--- src/rtl/div_unit.sv ---
// div_unit: iterative RV32M divider for DIV/DIVU/REM/REMU.
// One quotient bit per cycle, result written straight to the register file.
module div_unit #(
    parameter int XLEN   = 32,
    parameter int ADDR_W = 5,
    parameter int ITER   = XLEN
) (
    input  logic              clk,
    input  logic              rst,
    input  logic              start_valid,
    output logic              start_ready,
    input  logic [1:0]        op,
    input  logic [XLEN-1:0]   dividend,
    input  logic [XLEN-1:0]   divisor,
    input  logic [ADDR_W-1:0] rd,
    input  logic              flush,
    output logic              busy,
    output logic              wr_en,
    output logic [ADDR_W-1:0] wr_reg,
    output logic [XLEN-1:0]   wr_data
);

    localparam int CW = $clog2(ITER + 1);
    localparam logic [XLEN-1:0] MIN_NEG = {1'b1, {(XLEN-1){1'b0}}};

    typedef enum logic [1:0] {IDLE, CALC, DONE} state_t;

    state_t state, state_nxt;

    logic [CW-1:0]     cnt;
    logic [XLEN:0]     rem_q;
    logic [XLEN-1:0]   quo_q;
    logic [XLEN-1:0]   dvs_q;
    logic              is_rem_q;
    logic              qneg_q;
    logic              rneg_q;
    logic [ADDR_W-1:0] rd_q;

    // op[0]=1 selects the unsigned variants, op[1]=1 selects remainder
    logic            signed_op, is_rem;
    logic            dvd_neg, dvs_neg;
    logic [XLEN-1:0] dvd_abs, dvs_abs;
    logic            div_zero, ovf, special;
    logic [XLEN-1:0] spec_res;
    logic            accept;

    assign signed_op = ~op[0];
    assign is_rem    = op[1];
    assign dvd_neg   = signed_op & dividend[XLEN-1];
    assign dvs_neg   = signed_op & divisor[XLEN-1];
    assign dvd_abs   = dvd_neg ? -dividend : dividend;
    assign dvs_abs   = dvs_neg ? -divisor : divisor;
    assign div_zero  = (divisor == '0);
    assign ovf       = signed_op & (dividend == MIN_NEG) & (divisor == '1);
    assign special   = div_zero | ovf;
    assign accept    = (state == IDLE) & start_valid & ~flush;

    // divide-by-zero and signed overflow have fixed architectural results
    always_comb begin
        spec_res = '0;
        if (div_zero)
            spec_res = is_rem ? dividend : '1;
        else
            spec_res = is_rem ? '0 : MIN_NEG;
    end

    // one restoring step: shift in the next dividend bit, subtract if it fits
    logic [XLEN:0]   shift, rem_n;
    logic [XLEN-1:0] quo_n;
    logic            ge;
    logic [XLEN-1:0] q_res, r_res, calc_res;
    logic            last;

    assign shift    = (rem_q << 1) | {{XLEN{1'b0}}, quo_q[XLEN-1]};
    assign ge       = (shift >= {1'b0, dvs_q});
    assign rem_n    = ge ? (shift - {1'b0, dvs_q}) : shift;
    assign quo_n    = {quo_q[XLEN-2:0], ge};
    assign q_res    = qneg_q ? -quo_n : quo_n;
    assign r_res    = rneg_q ? -rem_n[XLEN-1:0] : rem_n[XLEN-1:0];
    assign calc_res = is_rem_q ? r_res : q_res;
    assign last     = (cnt == CW'(ITER - 1));

    // state register
    always_ff @(posedge clk or posedge rst) begin
        if (rst)
            state <= IDLE;
        else
            state <= state_nxt;
    end

    // next-state and handshake/write-enable outputs
    always_comb begin
        state_nxt   = state;
        start_ready = 1'b0;
        busy        = 1'b1;
        wr_en       = 1'b0;
        unique case (state)
            IDLE: begin
                start_ready = 1'b1;
                busy        = 1'b0;
                if (accept)
                    state_nxt = special ? DONE : CALC;
            end
            CALC: begin
                if (flush)
                    state_nxt = IDLE;
                else if (last)
                    state_nxt = DONE;
            end
            DONE: begin
                wr_en     = ~flush & (rd_q != '0);
                state_nxt = IDLE;
            end
            default: state_nxt = IDLE;
        endcase
    end

    // operand latch, iteration datapath and registered result
    always_ff @(posedge clk or posedge rst) begin
        if (rst) begin
            cnt      <= '0;
            rem_q    <= '0;
            quo_q    <= '0;
            dvs_q    <= '0;
            is_rem_q <= 1'b0;
            qneg_q   <= 1'b0;
            rneg_q   <= 1'b0;
            rd_q     <= '0;
            wr_reg   <= '0;
            wr_data  <= '0;
        end else begin
            unique case (state)
                IDLE: begin
                    if (accept) begin
                        is_rem_q <= is_rem;
                        qneg_q   <= dvd_neg ^ dvs_neg;
                        rneg_q   <= dvd_neg;
                        rd_q     <= rd;
                        dvs_q    <= dvs_abs;
                        quo_q    <= dvd_abs;
                        rem_q    <= '0;
                        cnt      <= '0;
                        if (special) begin
                            wr_reg  <= rd;
                            wr_data <= spec_res;
                        end
                    end
                end
                CALC: begin
                    rem_q <= rem_n;
                    quo_q <= quo_n;
                    cnt   <= cnt + CW'(1);
                    if (last && !flush) begin
                        wr_reg  <= rd_q;
                        wr_data <= calc_res;
                    end
                end
                default: ;
            endcase
        end
    end

endmodule
--- config.mk ---
export PLATFORM = sky130hd
export DESIGN_NAME = div_unit
export DESIGN_NICKNAME = d
export VERILOG_FILES = /design/src/rtl/div_unit.sv
export SDC_FILE = /design/constraint.sdc
export NUM_CORES = 1
export LEC_CHECK = 0
export ABC_AREA = 1
export CORE_UTILIZATION = 30
export CTS_CLUSTER_SIZE = 25
export DETAILED_ROUTE_END_ITERATION = 6
export PLACE_DENSITY = 0.55
export SLEW_MARGIN = 0
export SYNTH_ARGS = -nofsm -noshare
export SYNTH_HDL_FRONTEND = slang
export SYNTH_SLANG_ARGS = --single-unit
--- constraint.sdc ---
create_clock -name clk -period 10.2 [get_ports clk]
set_clock_uncertainty 0.15 [all_clocks]
set_input_delay 1.02 -clock clk [delete_from_list [all_inputs] [get_ports clk]]
set_output_delay 1.02 -clock clk [all_outputs]
set_load 0.01 [all_outputs]
==> results.json <==
{
  "dieArea_um2": 45280,
  "cpMostUsedCell": "nand2_1",
  "overflow": 0,
  "cts_sinks": 149,
  "setup_viol": 0,
  "critPathCaptureType": "register",
  "rr_worst_depth": 28,
  "place.gp.congestion": 0.9586,
  "r2r_setup_slack_ns": 4.92,
  "grt_setup_unrepaired": "false",
  "grt_pass1_vias": 13836,
  "grt_max_degree": 90,
  "timing.max_cap.violations": 0,
  "setup_tns_ns": 0,
  "vias_per_cell": 5.047,
  "tightest_slew_ns": 1.156,
  "hpwl_um": 39130,
  "cp_max_fo": 46,
  "drt_wl_total_um": 51140,
  "synth_edf_count": 0,
  "h-tree-depth": 4,
  "status": "completed",
  "avgRoutedWirePerCell_um": 18.01,
  "fillers": 4745,
  "crit_arrival_ns": 5.47,
  "grt_usage": 0.2323,
  "final_cell_mix": "nand2_1, inv_1, nand3_1, nor2_1, dfrtp_1",
  "max_stage_delay_ns": 0.45,
  "area_growth_pct": 17.12,
  "finalCriticalPeriod_ns": 5.278,
  "period_share": 0.5175,
  "diodes": 0,
  "yosysSeqAreaShare": 0.2797,
  "cts-root-buf": "clkbuf_16",
  "worst-path-buf-inv": 1,
  "synth_seq_cells": 149,
  "ys_warn_count": 0,
  "cts_made_buffers": 17,
  "post-cts-setup-buffers": 0,
  "final_common_cell": "nand2_1",
  "drc": 0,
  "hold_viol_final": 0,
  "r2r_start": "rem_q[8]",
  "holdPathStages": 2,
  "floorplan.rows": 76,
  "worst_setup_path_start_kind": "register",
  "slew_violations": 0,
  "syn_nets": 2286,
  "min_to": "wr_data[27]",
  "ctsHoldBuffers": 0,
  "die_w_um": 212.8,
  "numPortBuffers": 114,
  "synth_cell_type_count": 53,
  "synth_area_um2": 13330,
  "core_area_um2": 43460,
  "path_class": "reg2reg",
  "maxSlewHeadroom": 0.2285,
  "synth.avg_cell_area_um2": 6.137,
  "dr.pass1.iters": 5,
  "nets": 2356,
  "hp-class": "reg2reg",
  "antenna_found_initial": 0,
  "ctsResizeCount": 0,
  "ios": 115,
  "initial_core_util": 0.3067,
  "drtAntennaViolNets": 0,
  "insertion_delay_ns": 0.45,
  "min_from": "wr_data[27]",
  "cts_buffer_depth": 2,
  "crit_family": "simple AND/OR/NAND/NOR gates",
  "cp.required_ns": 10.39,
  "clk_pin_slew_worst_paths_ns": 0.06,
  "rr_endpoint": "wr_data[28]",
  "cts_tree": "yes",
  "drive_above_1_share": 0.05588,
  "grt_pass1_wl_um": 80000,
  "via_count": 14333,
  "die_h_um": 212.8,
  "drt_iter0_drc": 1317,
  "async_flop_share": 1.000,
  "slowest_stage": "dfrtp_1",
  "synth-main-ff-cell": "dfrtp_1",
  "synth_cells": 2172,
  "fmax_mhz": 189.5
}
## layout make-up
type / count / area [um2] / area share
Multi-Input combinational cell: 1617 / 8036 / 0.5148
Sequential cell: 149 / 3729 / 0.2388
Timing Repair Buffer: 128 / 1246 / 0.07983
Inverter: 329 / 1240 / 0.07943
Tap cell: 585 / 732.0 / 0.04689
Clock buffer: 24 / 481.7 / 0.03086
Clock inverter: 8 / 146.4 / 0.009377
## cell usage after synthesis (6+ instances only)
master      n  area (um2)
xnor2_1    10       87.58
o22ai_1    21       131.4
nand2_2    16       100.1
nor2_1    184       690.7
o211ai_1   10       75.07
o21ai_1    13       65.06
nand3b_1    9       67.56
nand4_1    26       162.7
a21oi_1    88       440.4
nor2_2     16       100.1
nor3_1     30       150.1
inv_2      10       37.54
buf_2       8       40.04
xor2_1     46       402.9
o21ai_0   131       655.6
nand3_1   186       930.9
ha_1       38       475.5
nand2_1   695        2609
or2_2       6       37.54
clkbuf_1   57       214.0
o21ai_2     6       52.55
nor2_4      6       67.56
inv_1     318        1194
o221ai_1   28       245.2
dfrtp_1   149        3729
## through the flow
step                setup slack [ns]  instance area, um2  utilization  std cells  hold WS, ns
detailed placement             5.020               14980       0.3448       2808       0.3167
global placement               5.090               14980       0.3448       2808       0.3140
finish                         4.922               15610       0.3592       2840       0.3279
floorplan                      5.022               13330            -       2172       0.3030
CTS                            4.987               15610       0.3592       2840       0.3338
global route                   4.272               15610       0.3592       2840       0.3472
## worst max-delay path by stage
stage                    from     endpoint  slack [ns]  cells after the start
CTS                 rem_q[18]  wr_data[28]        4.99                     28
global placement     rem_q[8]  wr_data[28]        5.09                     28
detailed placement  rem_q[18]  wr_data[28]        5.02                     28
floorplan                 rst       cnt[0]        5.02                      1
global route        rem_q[18]  wr_data[30]        4.27                     28
finish               rem_q[8]  wr_data[28]        4.92                     28
## layer usage
metal  vias up  global-route usage  wire (um)
met2       417              0.3691      23200
met3        56             0.02427       2249
met4         0             0.07814       1287
met1      6771              0.3267      24400
met5         -                   0          0
li1       7089                   -          -
## kinds of logic (layout without fill, tap and decap cells)
family | count (synthesis) | count (layout) | synth area share
compound gates | 325 | 325 | 0.1423
buf+inv | 406 | 489 | 0.1190
simple gates | 1197 | 1197 | 0.3850
xor+xnor | 56 | 56 | 0.03680
fa+ha+maj | 39 | 39 | 0.03717
flops | 149 | 149 | 0.2797
## worst register-to-register path, delay by kind of cell (launching register included)
kind | cells | cell delay [ns]
buffers and inverters | 1 | 0.39
DFF | 1 | 0.45
and+or+nand+nor | 24 | 3.42
AOI/OAI and AO/OA | 1 | 0.08
adders and majority gates | 2 | 0.69
Power is not shown: default switching activity piles up to over one toggle a cycle in this logic, so the estimate is an artifact.
==> variant (config.mk and constraints unchanged) <==
`ADDR_W`: 5 -> 6.
--- a/src/rtl/div_unit.sv
+++ b/src/rtl/div_unit.sv
@@ -3,5 +3,5 @@
 module div_unit #(
     parameter int XLEN   = 32,
-    parameter int ADDR_W = 5,
+    parameter int ADDR_W = 6,
     parameter int ITER   = XLEN
 ) (
Ports: changed (resized rd and wr_reg); port bits go from 115 to 117. No check against the original RTL was run, so the function may have changed too.
==> variant against the original RTL <==
The run now ends with design-rule violations left; non-clock buffer count is 2 lower; highest routed layer unchanged; largest cell class unchanged; first-iteration DRC count is 18% lower; worst setup slack worse by 0.18 ns; critical path type is now input pin to flop; global-route usage is 1.5 points lower; final area decreased by 2.7%; core utilization barely moved; sequential cell count increased by 2; wire length is 8.5% lower; area after synthesis shrank 2.7%.
==> variant: results (changes against the original RTL) <==
Outcome
  • Status: finished, violations left
  • Violated checks: design-rule violations

Placed design
  • # port buffers: 116 (+1.8%)
  • Place WS: 4.25 ns (-0.766 ns)
  • Post-DP HPWL: 35900 um (-8.3%)
  • Gpl congestion: 0.901 (-6.0%)

Yosys
  • Yosys cell types: 56 (+5.7%)
  • Main area contributors after synthesis: dfrtp_1, nand2_1, inv_1
  • Netlist Area Pre-Place: 0.0130 sq mm (-2.7%)
  • Commonest cells post-synth: nand2_1, inv_1, nor2_1
  • Xor-xnor portion of the synthesized cell area: 4.39% (+0.71 points)
  • Seq/Total Area, Yosys: 29.1% (+1.2 points)
  • Post-Synth Adder-Cell Area: 3.82% (+0.10 points)
  • Synth Area in Compound Gates: 15.8% (+1.6 points)
  • Syn_nets: 2172 (-5.0%)

Setup path
  • Crit path max fanout: 39 (-15%)
  • WP data arrival: 5.65 ns (+0.18 ns)
  • Reg-to-reg slack, setup: 4.74 ns (-0.18 ns)
  • Reg2reg end: wr_data[30]
  • Worst R2R Start: dvs_q[3]

Finish
  • Filler instances: 4605 (-3.0%)
  • Share of cells above drive strength 1: 5.10% (-0.49 points)

Drt
  • DRT Wirelength: 46800 um (-8.5%)
  • DRT iter0 DRCs: 1076 (-18%)
  • Routed vias/inst: 5.02 (-0.62%)
  • DRC viols: 1 (+1)

Global route
  • Vias in the first global route: 13078 (-5.5%)
  • First-pass GRT wire length: 74200 um (-7.3%)
  • Aggregate global-route resource usage: 21.7% (-1.5 points)
  • Largest net degree at the start of global routing: 102 (+13%)

Clock network
  • # resized after CTS: 0 (unchanged)

Hold path
  • HP Start: wr_data[19]
  • WHS Endpoint: wr_data[19]
-- variant: through the flow --
stage	area (sq um)	total power [W]	instances	hold slack, ns	utilization, %
after floorplan	13000	0.00409	2057	0.303	-
after global placement	14600	0.00533	2684	0.315	34.5
after detailed placement	14600	0.00536	2684	0.319	34.5
after CTS	15200	0.00603	2716	0.336	35.9
after global routing	15200	0.00663	2716	0.355	35.9
final	15200	0.00604	2716	0.330	35.9
-- variant: kinds of logic after synthesis --
family,count (synthesis)
AOI/OAI and AO/OA,348
buffers and inverters,369
DFF,151
xor gates and xnor gates,65
and+or+nand+nor,1085
adders and majority gates,39
-- variant: final cells by class --
type / instances / area share (%)
clock buffer: 20 / 2.94
sequential: 151 / 24.9
timing repair buffer: 126 / 8.14
clock inverter: 12 / 0.840
multi-input combinational: 1537 / 51.2
tap: 577 / 4.75
inverter: 293 / 7.27
-- variant: worst max path at each step --
stage | from | to | slack, ns | cells after the start
global route | dividend[0] | wr_data[31] | 4.29 | 16
finish | dividend[0] | wr_data[31] | 4.74 | 16
CTS | dividend[0] | wr_data[31] | 4.74 | 16
global placement | dividend[0] | wr_data[31] | 4.41 | 16
floorplan | rst | cnt[0] | 4.97 | 1
detailed placement | dividend[0] | wr_data[31] | 4.25 | 16
-- variant: routing by layer --
layer,part of all wire [%],global-route usage [%],up-vias
li1,-,-,6761
met1,47,29.6,6387
met2,46,35.3,421
met3,5.0,2.95,53
met4,2.2,7.10,0
met5,0,0,-
-- variant: worst max-delay path, cell delays in order --
cell and delay, ns:
clkdlybuf4s50_1 0.39, inv_1 0.24, ha_1 0.20, inv_1 0.05, nor3_1 0.26, nand3_1 0.17, nor3_2 0.20, nand4_1 0.21
nor4_1 0.39, nand3_1 0.12, nand3_1 0.12, and3_1 0.70, clkinv_1 0.80, buf_4 0.49, a21oi_1 0.19, a21oi_2 0.08
-- variant: power breakdown --
| part | internal (W) | switching [W] |
|---|---|---|
| logic | 0.00133 | 0.00293 |
| clock network | 0.000365 | 0.000279 |
| registers | 0.000878 | 0.000257 |
